## src/rtl/kbd_sseg_display.sv

```systemverilog
// Eight-digit hex view of the keyboard scancode history on an active-low,
// common-anode seven-segment display. Features: a two-stage agreement filter
// on the incoming history, time-multiplexed digit scanning, optional
// leading-zero blanking, decimal points between bytes and PWM dimming.
// All outputs are registered and lag the internal state by one clock.

module kbd_sseg_display #(
  parameter int REFRESH_CNT = 100000,
  parameter int PWM_BITS    = 4
) (
  input  logic                clk_100mhz,
  input  logic                rst,
  input  logic [31:0]         keycodes,
  input  logic                blank_zeros,
  input  logic [PWM_BITS-1:0] brightness,
  output logic [6:0]          seg,
  output logic                dp,
  output logic [7:0]          an
);

  localparam int                  CNT_W    = $clog2(REFRESH_CNT);
  localparam logic [CNT_W-1:0]    CNT_LAST = CNT_W'(REFRESH_CNT - 1);
  localparam logic [CNT_W-1:0]    CNT_ONE  = CNT_W'(1);
  localparam logic [PWM_BITS-1:0] PWM_ONE  = PWM_BITS'(1);

  // Seven-segment glyph for one hex nibble, bit order g..a, active-low.
  function automatic logic [6:0] hex7(input logic [3:0] nib);
    logic [6:0] glyph;
    case (nib)
      4'h0:    glyph = 7'h40;
      4'h1:    glyph = 7'h79;
      4'h2:    glyph = 7'h24;
      4'h3:    glyph = 7'h30;
      4'h4:    glyph = 7'h19;
      4'h5:    glyph = 7'h12;
      4'h6:    glyph = 7'h02;
      4'h7:    glyph = 7'h78;
      4'h8:    glyph = 7'h00;
      4'h9:    glyph = 7'h10;
      4'hA:    glyph = 7'h08;
      4'hB:    glyph = 7'h03;
      4'hC:    glyph = 7'h46;
      4'hD:    glyph = 7'h21;
      4'hE:    glyph = 7'h06;
      4'hF:    glyph = 7'h0E;
      default: glyph = 7'h7F;
    endcase
    return glyph;
  endfunction

  // Filter stages and the accepted (displayed) value.
  logic [31:0]         s1_r;
  logic [31:0]         s2_r;
  logic [31:0]         shown_r;

  // Scan and dimming state.
  logic [CNT_W-1:0]    cnt_r;
  logic [2:0]          idx_r;
  logic [PWM_BITS-1:0] pwm_r;

  // Registered pin drivers.
  logic [6:0]          seg_r;
  logic                dp_r;
  logic [7:0]          an_r;

  // Combinational decisions for the digit currently selected.
  logic                tick_s;
  logic [3:0]          nibble_s;
  logic [7:0]          nz_above_s;
  logic                blank_s;
  logic                pwm_on_s;
  logic                dp_slot_s;
  logic                lit_s;

  // nz_above_s[i] is set when any nibble from digit i upward is non-zero.
  for (genvar g = 0; g < 8; g++) begin : g_nz_above
    assign nz_above_s[g] = |shown_r[31:4*g];
  end

  // Two-sample agreement filter: only a value seen on two consecutive edges
  // is accepted, so a one-cycle glitch from the other domain is dropped.
  always_ff @(posedge clk_100mhz) begin
    if (rst) begin
      s1_r    <= 32'd0;
      s2_r    <= 32'd0;
      shown_r <= 32'd0;
    end else begin
      s1_r <= keycodes;
      s2_r <= s1_r;
      if (s1_r == s2_r) begin
        shown_r <= s2_r;
      end else begin
        shown_r <= shown_r;
      end
    end
  end

  // Slot timer; its wrap cycle advances the digit index (7 wraps to 0).
  always_ff @(posedge clk_100mhz) begin
    if (rst) begin
      cnt_r <= '0;
      idx_r <= 3'd0;
    end else if (tick_s) begin
      cnt_r <= '0;
      idx_r <= idx_r + 3'd1;
    end else begin
      cnt_r <= cnt_r + CNT_ONE;
      idx_r <= idx_r;
    end
  end

  // Free-running dimming counter.
  always_ff @(posedge clk_100mhz) begin
    if (rst) begin
      pwm_r <= '0;
    end else begin
      pwm_r <= pwm_r + PWM_ONE;
    end
  end

  // Decide whether the selected digit is lit this cycle and what it shows.
  always_comb begin
    tick_s    = 1'b0;
    nibble_s  = 4'h0;
    blank_s   = 1'b0;
    pwm_on_s  = 1'b0;
    dp_slot_s = 1'b0;
    lit_s     = 1'b0;

    tick_s   = (cnt_r == CNT_LAST);
    nibble_s = shown_r[{idx_r, 2'b00} +: 4];
    pwm_on_s = (pwm_r <= brightness);

    // Digit 0 always shows, so an all-zero value still reads "0".
    if (blank_zeros && (idx_r != 3'd0)) begin
      blank_s = ~nz_above_s[idx_r];
    end else begin
      blank_s = 1'b0;
    end

    // Decimal points on digits 2, 4 and 6 mark the byte boundaries.
    dp_slot_s = (idx_r != 3'd0) && (idx_r[0] == 1'b0);

    // The index-change cycle is dark so the old glyph never ghosts onto
    // the next anode.
    if (tick_s) begin
      lit_s = 1'b0;
    end else begin
      lit_s = ~blank_s & pwm_on_s;
    end
  end

  // Output registers: one active-low anode when lit, otherwise fully dark.
  always_ff @(posedge clk_100mhz) begin
    if (rst) begin
      an_r  <= 8'hFF;
      seg_r <= 7'h7F;
      dp_r  <= 1'b1;
    end else if (lit_s) begin
      an_r  <= ~(8'h01 << idx_r);
      seg_r <= hex7(nibble_s);
      dp_r  <= ~dp_slot_s;
    end else begin
      an_r  <= 8'hFF;
      seg_r <= 7'h7F;
      dp_r  <= 1'b1;
    end
  end

  assign seg = seg_r;
  assign dp  = dp_r;
  assign an  = an_r;

endmodule

```

## config.mk

```make
export PLATFORM = sky130hd
export DESIGN_NAME = kbd_sseg_display
export DESIGN_NICKNAME = d
export VERILOG_FILES = /design/src/rtl/kbd_sseg_display.sv
export SDC_FILE = /design/constraint.sdc
export NUM_CORES = 1
export LEC_CHECK = 0
export ABC_AREA = 0
export BUFFER_PORTS_ARGS = -buffer_cell sky130_fd_sc_hd__buf_2
export CAP_MARGIN = 20
export CORE_MARGIN = 2
export CORE_UTILIZATION = 58
export CTS_BUF_LIST = sky130_fd_sc_hd__clkbuf_8 sky130_fd_sc_hd__clkbuf_16
export DETAILED_ROUTE_END_ITERATION = 10
export PLACE_DENSITY = 0.78
export SLEW_MARGIN = 20
export SYNTH_ARGS = -nofsm -noshare
export SYNTH_HDL_FRONTEND = slang
export SYNTH_SLANG_ARGS = --single-unit
```

## constraint.sdc

```tcl
create_clock -name clk_100mhz -period 3 [get_ports clk_100mhz]
set_clock_uncertainty 0.2 [all_clocks]
set_input_delay 0.3 -clock clk_100mhz [delete_from_list [all_inputs] [get_ports clk_100mhz]]
set_output_delay 0.3 -clock clk_100mhz [all_outputs]
set_load 0.03 [all_outputs]
```

Word-level counts from Yosys, hierarchy flattened:

Memories as Yosys holds them, arrays and structs flattened. A register that Yosys moved wholly into a read port is not among the register bits.
Cells that the tools add are included.

* register bits after elaboration: 129
* ROM bits: 112
* bits of input ports: 39
* output and inout port bits: 16
* word-level logic and storage cells: 42
* memories: 1

Memories
* (name not given): words 16, bits a word 7, rd ports 1, clocked after Yosys merged registers in 1, wr ports 0, RTL line 29 `case (nib)`

* add/subtract/negate cells: 3
* $lt $le $gt $ge: 2
* equal/unequal tests: 2
* shift-type cells: 2
* mux-type cells: 4
* bitwise gates (word level): 7
* reductions and logical operators: 13

Operators with widths (count)
* == test 32 bit: 1
* OR reduction 32 bit: 1
* variable part select 32 x 6 -> 4 bit: 1
* OR reduction 28 bit: 1
* OR reduction 24 bit: 1
* OR reduction 20 bit: 1
* adder 17 x 1 -> 17 bit, second input constant: 1
* == test 17 bit, second input constant: 1
* OR reduction 16 bit: 1
* OR reduction 12 bit: 1
* NOT 8 bit: 1
* OR reduction 8 bit: 1
* left shift 1 x 3 -> 8 bit, first input constant: 1
* NOT 1 bit: 5
* adder 4 x 1 -> 4 bit, second input constant: 1
* less-or-equal comparator 4 bit: 1
* less-than comparator 3 x 4 -> 1 bit, second input constant: 1
* OR reduction 2 bit: 2
* OR reduction 4 bit: 1
* adder 3 x 1 -> 3 bit, second input constant: 1
* binary-select mux 1 bit (select 3 bit): 1
* 2-to-1 mux 1 bit: 3
* nonzero test 3 bit: 1
* logical AND 1 bit: 2
* bitwise AND 1 bit: 1

Longest topological paths before layout:

Gate-level depths: netlist (run 1).

* word-level depth: 10
* depth in mapped cells: 9
* mapped depth without buffers: 8

Least setup slack after synthesis (run 1):

Ideal clock, no wire load.

* path type: register to register
* from: reg idx_r[0]
* to: reg seg_r[6], in the netlist seg[6]
* library setup time: 0.122 ns
* arrival: 2.270 ns
* data required time: 2.678 ns
* slack: 0.407 ns
* cell stages (with the launch flop): 9
* buffers on the path: 1
* clock period less this slack: 2.593 ns
* path through: dfxtp_1 > buf_6 > mux4_1 > mux2i_1 > inv_1 > ha_1 > mux2_2 > a22oi_1 > o21ai_1

* cells in the longest elaborated chain, start to end: 9
* elaborated cells on any way between the ends: 12
* those cells by class: 1 x shift; 4 x mux; 4 x bitwise; 3 x reduce/logical

RTL lines
* from (decl): RTL line 58 `logic [2:0] idx_r;`
* from (signal assigned): RTL line 105 `idx_r <= idx_r + 3'd1;`
* from (signal assigned): RTL line 108 `idx_r <= idx_r;`
* binary-select mux 1 bit (select 3 bit): RTL line 136 `blank_s = ~nz_above_s[idx_r];`
* 2-to-1 mux 1 bit (not written as such): RTL line 136
* NOT 1 bit: RTL line 136
* 2-to-1 mux 1 bit: RTL line 135 `if (blank_zeros && (idx_r != 3'd0)) begin`
* NOT 1 bit: RTL line 149 `lit_s = ~blank_s & pwm_on_s;`
* bitwise AND 1 bit: RTL line 149
* 2-to-1 mux 1 bit: RTL line 146 `if (tick_s) begin`
* NOT 1 bit (no source line)
* OR reduction 2 bit (no source line)
* to (decl): RTL line 62 `logic [6:0] seg_r;`

Parallel ways exist; a longest one is shown, timed or not. The select of a mux whose other input is x is not followed.
A chain may end at the register's enable or synchronous reset.

Final worst setup path (run 1):

* from: reg pwm_r[1]
* to: reg seg_r[1], in the netlist seg[1]

* cells in the longest elaborated chain, start to end: 5

RTL lines
* from (decl): RTL line 59 `logic [PWM_BITS-1:0] pwm_r;`
* from (signal assigned): RTL line 117 `pwm_r <= pwm_r + PWM_ONE;`
* less-or-equal comparator 4 bit: RTL line 132 `pwm_on_s = (pwm_r <= brightness);`
* bitwise AND 1 bit: RTL line 149
* 2-to-1 mux 1 bit: RTL line 146
* NOT 1 bit (no source line)
* OR reduction 2 bit (no source line)

Every way passes these cells.

==> metrics.txt, run 1 <==
outcome finished clean; yosys warns 0; first-pass GRT wire length 18830 um; # DRC 0; Post-Place Cells 717; Pleak 2.807 nW; Critical Path Max Stage Delay 0.76 ns; HPWL Detailed 7505 um; top-area cell type share of the netlist area 49.36%; Die Width 101.5 um; Final Setup Violations 0; initial core utilization 59.69%; clk sinks 136; I/O pins 55; crit path capture type flip-flop; nets 696; largest net degree at the start of global routing 105; DR vias 4156; Tmin final ~2.7 ns; antenna-violating nets left 0; Cell variety after synth 43; HP Class in -> reg; area leader, netlist dfxtp_1; sequential area share after synthesis 49.36%; worst path cell trace ha_1, a2111oi_0, nor2_1, a211oi_2, o221ai_1; Vias/cell 5.328; Rows 35; DRT iter0 DRCs 309; Mapped Area 0.005515 mm^2; worst-skew pair later-pin latency 0.51 ns; CP Launch Type flip-flop; fin cells 780; worst relative slew slack about a third; kind of critical path reg -> reg; CTS tree yes; WP data arrival about 2.8 ns; Clk pin slew, worst setup/hold paths 0.06 ns; Seq cells post-synth 136; final wirelength 11410 um; Final Util 73.41%; Fin Setup TNS 0 ns; Worst-Margin Slew just under 1 ns; port bufs 54; gr usage total 23.42%; Die Ht approximately 100 um; maximum fanout along the worst path 16; detailed-router iteration count before antenna repair 4; Synth area leaders dfxtp_1 49%, nor2b_1 7.5%, xor2_1 6.5%; area growth from synthesis to layout 22.98%; n_diodes 0; Pwr Density 613.7 mW/mm^2; Num CTS Buffers 17; antenna violations before repair 0; Required @ worst endpoint 3.15 ns; Critical Path Slowest Stage Cell a211oi_2; Buf/Inv on CP 0; placer congestion estimate 0.8017; wire per inst about 15 um; ratio of cells with drive above 1 in the final layout 16.13%; CTS root buffer clkbuf_8; die area slightly above 0.01 mm^2; CTS Buffer Depth 2; Worst VDD drop approximately 0.0004 V; Largest delay share family, worst path compound AO/OA/AOI/OAI gates; core area 0.009240 mm^2; max_cap viols 0; fin. max-slew vios 0; vias in the first global route 4005; Syn Nets 614; top-count cell post-synth dfxtp_1; Fmax 375.7 MHz; Most used DFF post-synth dfxtp_1; htree depth 4; Syn Inst Count approximately 560; Fin. Hold Viols 0; syn_area_per_cell just under 10 um^2; RSZ-0062 raised after global routing no; fin crit share 88.72%; commonest cells in the synthesized netlist 136 x dfxtp_1, 66 x nor2b_1, 46 x nand3_1, 41 x xor2_1, 38 x o21ai_0; async set-reset flop share out of synthesis 0%; Post-synth EDFFs 0; grt ovf 0
==> state kept, by name (all words and copies together), names as in the netlist <==
register	flops
an	8
idx_r	3
cnt_r	17
seg	7
shown_r	32
pwm_r	4
s2_r	32
s1_r	32
dp	1
==> cell usage in the layout (no fill, tap or decap), types with 4 or more instances in the layout <==
cell type        n
a21oi_1         36
and3_1           8
buf_2           54
buf_4           11
clkbuf_16       16
clkbuf_8         4
dfxtp_1        136
dlygate4sd3_1   32
ha_1            18
inv_1           16
inv_6            4
mux2i_1          5
mux4_1           6
nand2_1          7
nand3_1         46
nand4_1          5
nor2_1          28
nor2b_1         66
nor4_1          17
o211ai_1         4
o21ai_0         38
o21ai_1          5
xnor2_1          7
xor2_1          41
==> path summary, 6_finish.rpt <==
| path | endpoint | depth (start not counted) | from | slack, ns |
|---|---|---|---|---|
| worst min-delay path | an[6]$_SDFF_PP1_ | 5 | rst | 0.14 |
| worst min register to register | cnt_r[0]$_SDFF_PP0_ | 1 | cnt_r[0]$_SDFF_PP0_ | 0.26 |
| worst max-delay path | seg[1]$_SDFF_PP1_ | 5 | pwm_r[1]$_SDFF_PP0_ | 0.34 |
| worst max register to register | seg[1]$_SDFF_PP1_ | 5 | pwm_r[1]$_SDFF_PP0_ | 0.34 |
==> kinds of logic after synthesis <==
| group | share of synthesized area [%] |
|---|---|
| XOR/XNOR | 7.622 |
| adder cells (fa/ha/maj) | 4.084 |
| flip-flops | 49.36 |
| AO/OA/AOI/OAI | 10.93 |
| AND/OR/NAND/NOR | 18.74 |
| buffers and inverters | 4.061 |
| multiplexers | 5.195 |
==> worst min-delay path: cells and delay by family <==
| family | cells | cell delay [ns] |
|---|---|---|
| AO/OA/AOI/OAI | 2 | 0.20 |
| buffers and inverters | 2 | 0.20 |
| AND/OR/NAND/NOR | 1 | 0.10 |
==> metrics by stage <==
step / worst slack, ns / hold WS [ns] / total power, mW / area [um^2]
CTS: 0.3164 / 0.1087 / 4.190 / 6783
global route: 0.09315 / 0.1367 / 4.305 / 6783
detailed placement: 0.2496 / 0.2574 / 2.131 / 5869
floorplan: 0.4072 / 0.2176 / 2.065 / 5515
finish: 0.3384 / 0.1356 / 4.163 / 6783
global placement: 0.3484 / 0.2310 / 2.119 / 5869
==> power by group <==
part | total, mW | leakage, nW | switching [mW] | internal (mW)
logic | 0.227 | 1.41 | 0.114 | 0.113
clock network | 2.04 | 0.283 | 0.775 | 1.26
registers | 1.90 | 1.11 | 0.0366 | 1.86
==> routing by layer <==
layer,share of wire (%),GRT usage (%),vias to the layer above,routed length [um]
met3,4.1,5.038,14,464
li1,-,-,2110,-
met4,1.3,8.108,0,146
met2,51,40.13,126,5789
met1,44,29.25,1906,5014
met5,0,0,-,0
==> repair_timing <==
item | CTS | global route
hold buffers | 32 | 0
gates resized for setup | 0 | 0
setup buffers | 0 | 0
endpoints found under the hold margin | 32 | 0
==> final cells by class <==
cell class,count,area (um^2)
Clock buffer,20,455.4
Clock inverter,11,137.6
Fill cell,648,2457
Inverter,17,63.81
Multi-Input combinational cell,370,2569
Sequential cell,136,2723
Tap cell,129,161.4
Timing Repair Buffer,97,673.1
Power figures use the tool's default switching activity.
==> inputs of run 2 (changes only) <==
--- a/config.mk
+++ b/config.mk
@@ -5,14 +5,14 @@
 export SDC_FILE = /design/constraint.sdc
 export NUM_CORES = 1
 export LEC_CHECK = 0
-export ABC_AREA = 0
+export ABC_AREA = 1
 export BUFFER_PORTS_ARGS = -buffer_cell sky130_fd_sc_hd__buf_2
 export CAP_MARGIN = 20
 export CORE_MARGIN = 2
-export CORE_UTILIZATION = 58
+export CORE_UTILIZATION = 60
 export CTS_BUF_LIST = sky130_fd_sc_hd__clkbuf_8 sky130_fd_sc_hd__clkbuf_16
 export DETAILED_ROUTE_END_ITERATION = 10
-export PLACE_DENSITY = 0.78
+export PLACE_DENSITY = 0.79
 export SLEW_MARGIN = 20
 export SYNTH_ARGS = -nofsm -noshare
 export SYNTH_HDL_FRONTEND = slang
==> run 2 against run 1 <==
- non-clock buffer count down 6
- total power up 2.9%
- highest routed layer unchanged
- setup slack gained 0.32 ns
- clock power increased by 2%
- critical path depth increased by 7
- die area grew 13%
- flip-flop and latch count unchanged
- clock-buffer cell count fell by 3
- final area up 13%
- sequential share of layout area decreased by 4.7 points
- routed wire length up 18%
- largest power group unchanged
==> metrics.txt, run 2 <==
outcome finished clean (unchanged); area growth from synthesis to layout 18.33% (was 22.98%); Worst-Margin Slew 0.6963 ns (was 0.9835 ns); most frequent cells in the layout 244 x nand2_1, 208 x nor2_1, 143 x inv_1 (was 136 x dfxtp_1, 66 x nor2b_1, 54 x buf_2); core area 0.01042 mm^2 (was 0.009240 mm^2); post-cts sizing count 0 (unchanged); crit path capture type flip-flop (unchanged); Fin Setup TNS 0 ns (unchanged); ratio of cells with drive above 1 in the final layout 13.02% (was 16.13%); initial core utilization 62.27% (was 59.69%); htree depth 4 (unchanged); Fmax 426.8 MHz (was 375.7 MHz); Syn Nets 1015 (was 614); Num CTS Buffers 17 (unchanged); top-count cell post-synth nand2_1 (was dfxtp_1); Seq cells post-synth 136 (unchanged); CTS root buffer clkbuf_8 (unchanged); switching share of total power 23.87% (was 22.21%); yosys warns 0 (unchanged); Final Setup Violations 0 (unchanged); wire per inst 11.29 um (was 14.63 um); # DRC 0 (unchanged); first-pass GRT wire length 23570 um (was 18830 um); Comb power frac 7.3% (was 5.4%); maximum fanout along the worst path 22 (was 16); Tot Pwr 4.283 mW (was 4.163 mW); Worst VDD drop 0.0004967 V (was 0.0003924 V); Pleak 3.736 nW (was 2.807 nW); top-area cell type share of the netlist area 41.98% (was 49.36%); clock network power share 48.5% (was 48.9%); worst-skew pair later-pin latency 0.53 ns (was 0.51 ns); async set-reset flop share out of synthesis 0% (unchanged); Filler cells 824 (was 648); Cell variety after synth 42 (was 43); I/O pins 55 (unchanged); biggest regs s1_r x32, s2_r x32, shown_r x32 (unchanged); port bufs 54 (unchanged); commonest non-fill, non-tap cell in the layout nand2_1 (was dfxtp_1); vias in the first global route 5333 (was 4005); Syn Inst Count 958 (was 557); Pwr Density 558.1 mW/mm^2 (was 613.7 mW/mm^2); Fin. Hold Viols 0 (unchanged); Vias/cell 4.738 (was 5.328); Die Ht 108.0 um (was 101.5 um); multi-input logic area 0.002984 mm^2 (was 0.002569 mm^2); fin. max-slew vios 0 (unchanged); Rows 37 (was 35); HPWL Detailed 9122 um (was 7505 um); placer congestion estimate 0.8909 (was 0.8017); nets 1096 (was 696); die area 0.01166 mm^2 (was 0.01031 mm^2); CTS Buffer Depth 2 (unchanged); final wirelength 13420 um (was 11410 um); antenna violations before repair 0 (unchanged); Net Sw Power 1.023 mW (was 924.7 uW); HP Class in -> reg (unchanged); RSZ-0062 raised after global routing no (unchanged); Tmin final 2.343 ns (was 2.662 ns); detailed-router iteration count before antenna repair 6 (was 4); WP data arrival 2.54 ns (was 2.81 ns); DR vias 5629 (was 4156); DRT iter0 DRCs 294 (was 309); register area 0.002723 mm^2 (unchanged); largest net degree at the start of global routing 71 (was 105); syn_area_per_cell 6.771 um^2 (was 9.902 um^2); Synth area leaders dfxtp_1 42%, nand2_1 14%, nor2_1 12% (was dfxtp_1 49%, nor2b_1 7.5%, xor2_1 6.5%); CP Launch Type flip-flop (unchanged); antenna-violating nets left 0 (unchanged); max_cap viols 0 (unchanged); Mapped Area 0.006486 mm^2 (was 0.005515 mm^2); Required @ worst endpoint 3.20 ns (was 3.15 ns); Most used DFF post-synth dfxtp_1 (unchanged); kind of critical path reg -> reg (unchanged); Die Width 108.0 um (was 101.5 um); WHS 0.1039 ns (was 0.1356 ns); commonest cells in the synthesized netlist 244 x nand2_1, 209 x nor2_1, 142 x inv_1, 136 x dfxtp_1, 59 x nand3_1 (was 136 x dfxtp_1, 66 x nor2b_1, 46 x nand3_1, 41 x xor2_1, 38 x o21ai_0); n_diodes 0 (unchanged); sequential area share after synthesis 41.98% (was 49.36%); gr usage total 25.56% (was 23.42%); Post-synth EDFFs 0 (unchanged); Internal 3.261 mW (was 3.238 mW); grt ovf 0 (unchanged); worst relative slew slack 53.58% (was 34.44%); Clk pin slew, worst setup/hold paths 0.06 ns (about the same); fin crit share 78.11% (was 88.72%); power share of the sequential group 44.2% (was 45.7%); area leader, netlist dfxtp_1 (unchanged); CTS tree yes (unchanged); post-CTS setup buffer count 0 (unchanged); clk sinks 136 (unchanged); Final Util 73.68% (was 73.41%)
## run 2: cell count changes after synthesis, moves of 30 or more
cell,delta
nor2b_1,-66
inv_1,+126
xor2_1,-33
nand2_1,+237
o21ai_0,-30
nor2_1,+181
## run 2: final timing paths
| check | from | endpoint | slack (ns) | cells after the start |
|---|---|---|---|---|
| worst max register to register | idx_r[0]$_SDFFE_PP0P_ | seg[5]$_SDFF_PP1_ | 0.66 | 12 |
| worst max-delay path | idx_r[0]$_SDFFE_PP0P_ | seg[5]$_SDFF_PP1_ | 0.66 | 12 |
| worst min-delay path | rst | cnt_r[3]$_SDFF_PP0_ | 0.10 | 4 |
| worst min register to register | s1_r[1]$_SDFF_PP0_ | s2_r[1]$_SDFF_PP0_ | 0.24 | 2 |
## run 2: final cells by class
cell class              instances  share of cell area, %
flip-flops and latches        136                  35.47
multi-input cells             639                  38.88
clock inverters                15                  2.282
clock buffers                  17                  5.396
repair buffers                 91                  8.184
inverters                     154                  7.564
well taps                     136                  2.217
## run 2: power by group through the flow
stage / Clock [mW] / Sequential, mW / Combinational [mW]
2_1_floorplan: 0 / 1.95 / 0.183
3_3_place_gp: 0 / 1.93 / 0.269
3_5_place_dp: 0 / 1.93 / 0.275
4_1_cts: 2.10 / 1.89 / 0.309
5_1_grt: 2.19 / 1.90 / 0.355
6_report: 2.08 / 1.89 / 0.312
## run 2: cell families (layout without fill, tap and decap cells)
kind of cell	after synthesis	count (layout)	share of synthesized area, %
XOR/XNOR	11	11	1.485
AND/OR/NAND/NOR	564	564	36.77
flip-flops	136	136	41.98
AO/OA/AOI/OAI	46	46	4.244
buffers and inverters	183	277	12.06
adder cells (fa/ha/maj)	18	18	3.472
## run 2: repair_timing
action                     CTS  global route
setup endpoints to repair    0             0
hold buffers                32             0
hold endpoints to repair    32             0
## run 2: metrics by stage
step / setup WS, ns / std cells / instance area, um^2
global route: 0.4112 / 1188 / 7675
floorplan: 0.9783 / 958 / 6486
global placement: 0.7311 / 1124 / 6765
finish: 0.6568 / 1188 / 7675
detailed placement: 0.6748 / 1124 / 6765
CTS: 0.6723 / 1188 / 7675
## run 2: routing by layer
layer / routed length (um) / share of wire (%) / vias to the layer above / GRT usage (%)
met5: 0 / 0 / - / 0
met4: 321 / 2.4 / 0 / 10.44
met3: 528 / 3.9 / 23 / 5.726
met2: 6390 / 48 / 123 / 44.03
met1: 6177 / 46 / 2442 / 30.89
li1: - / - / 3041 / -
## run 2: worst max-delay path: stages (launching register included)
cell and delay [ns]:
dfxtp_1 0.47, inv_2 0.22, nand2_1 0.10, nand2_1 0.05, nand2_1 0.05, o21ai_0 0.11
o21ai_2 0.27, inv_1 0.13, ha_1 0.23, nand3_1 0.13, nand2_1 0.08, o21ai_2 0.12
nand2_2 0.05
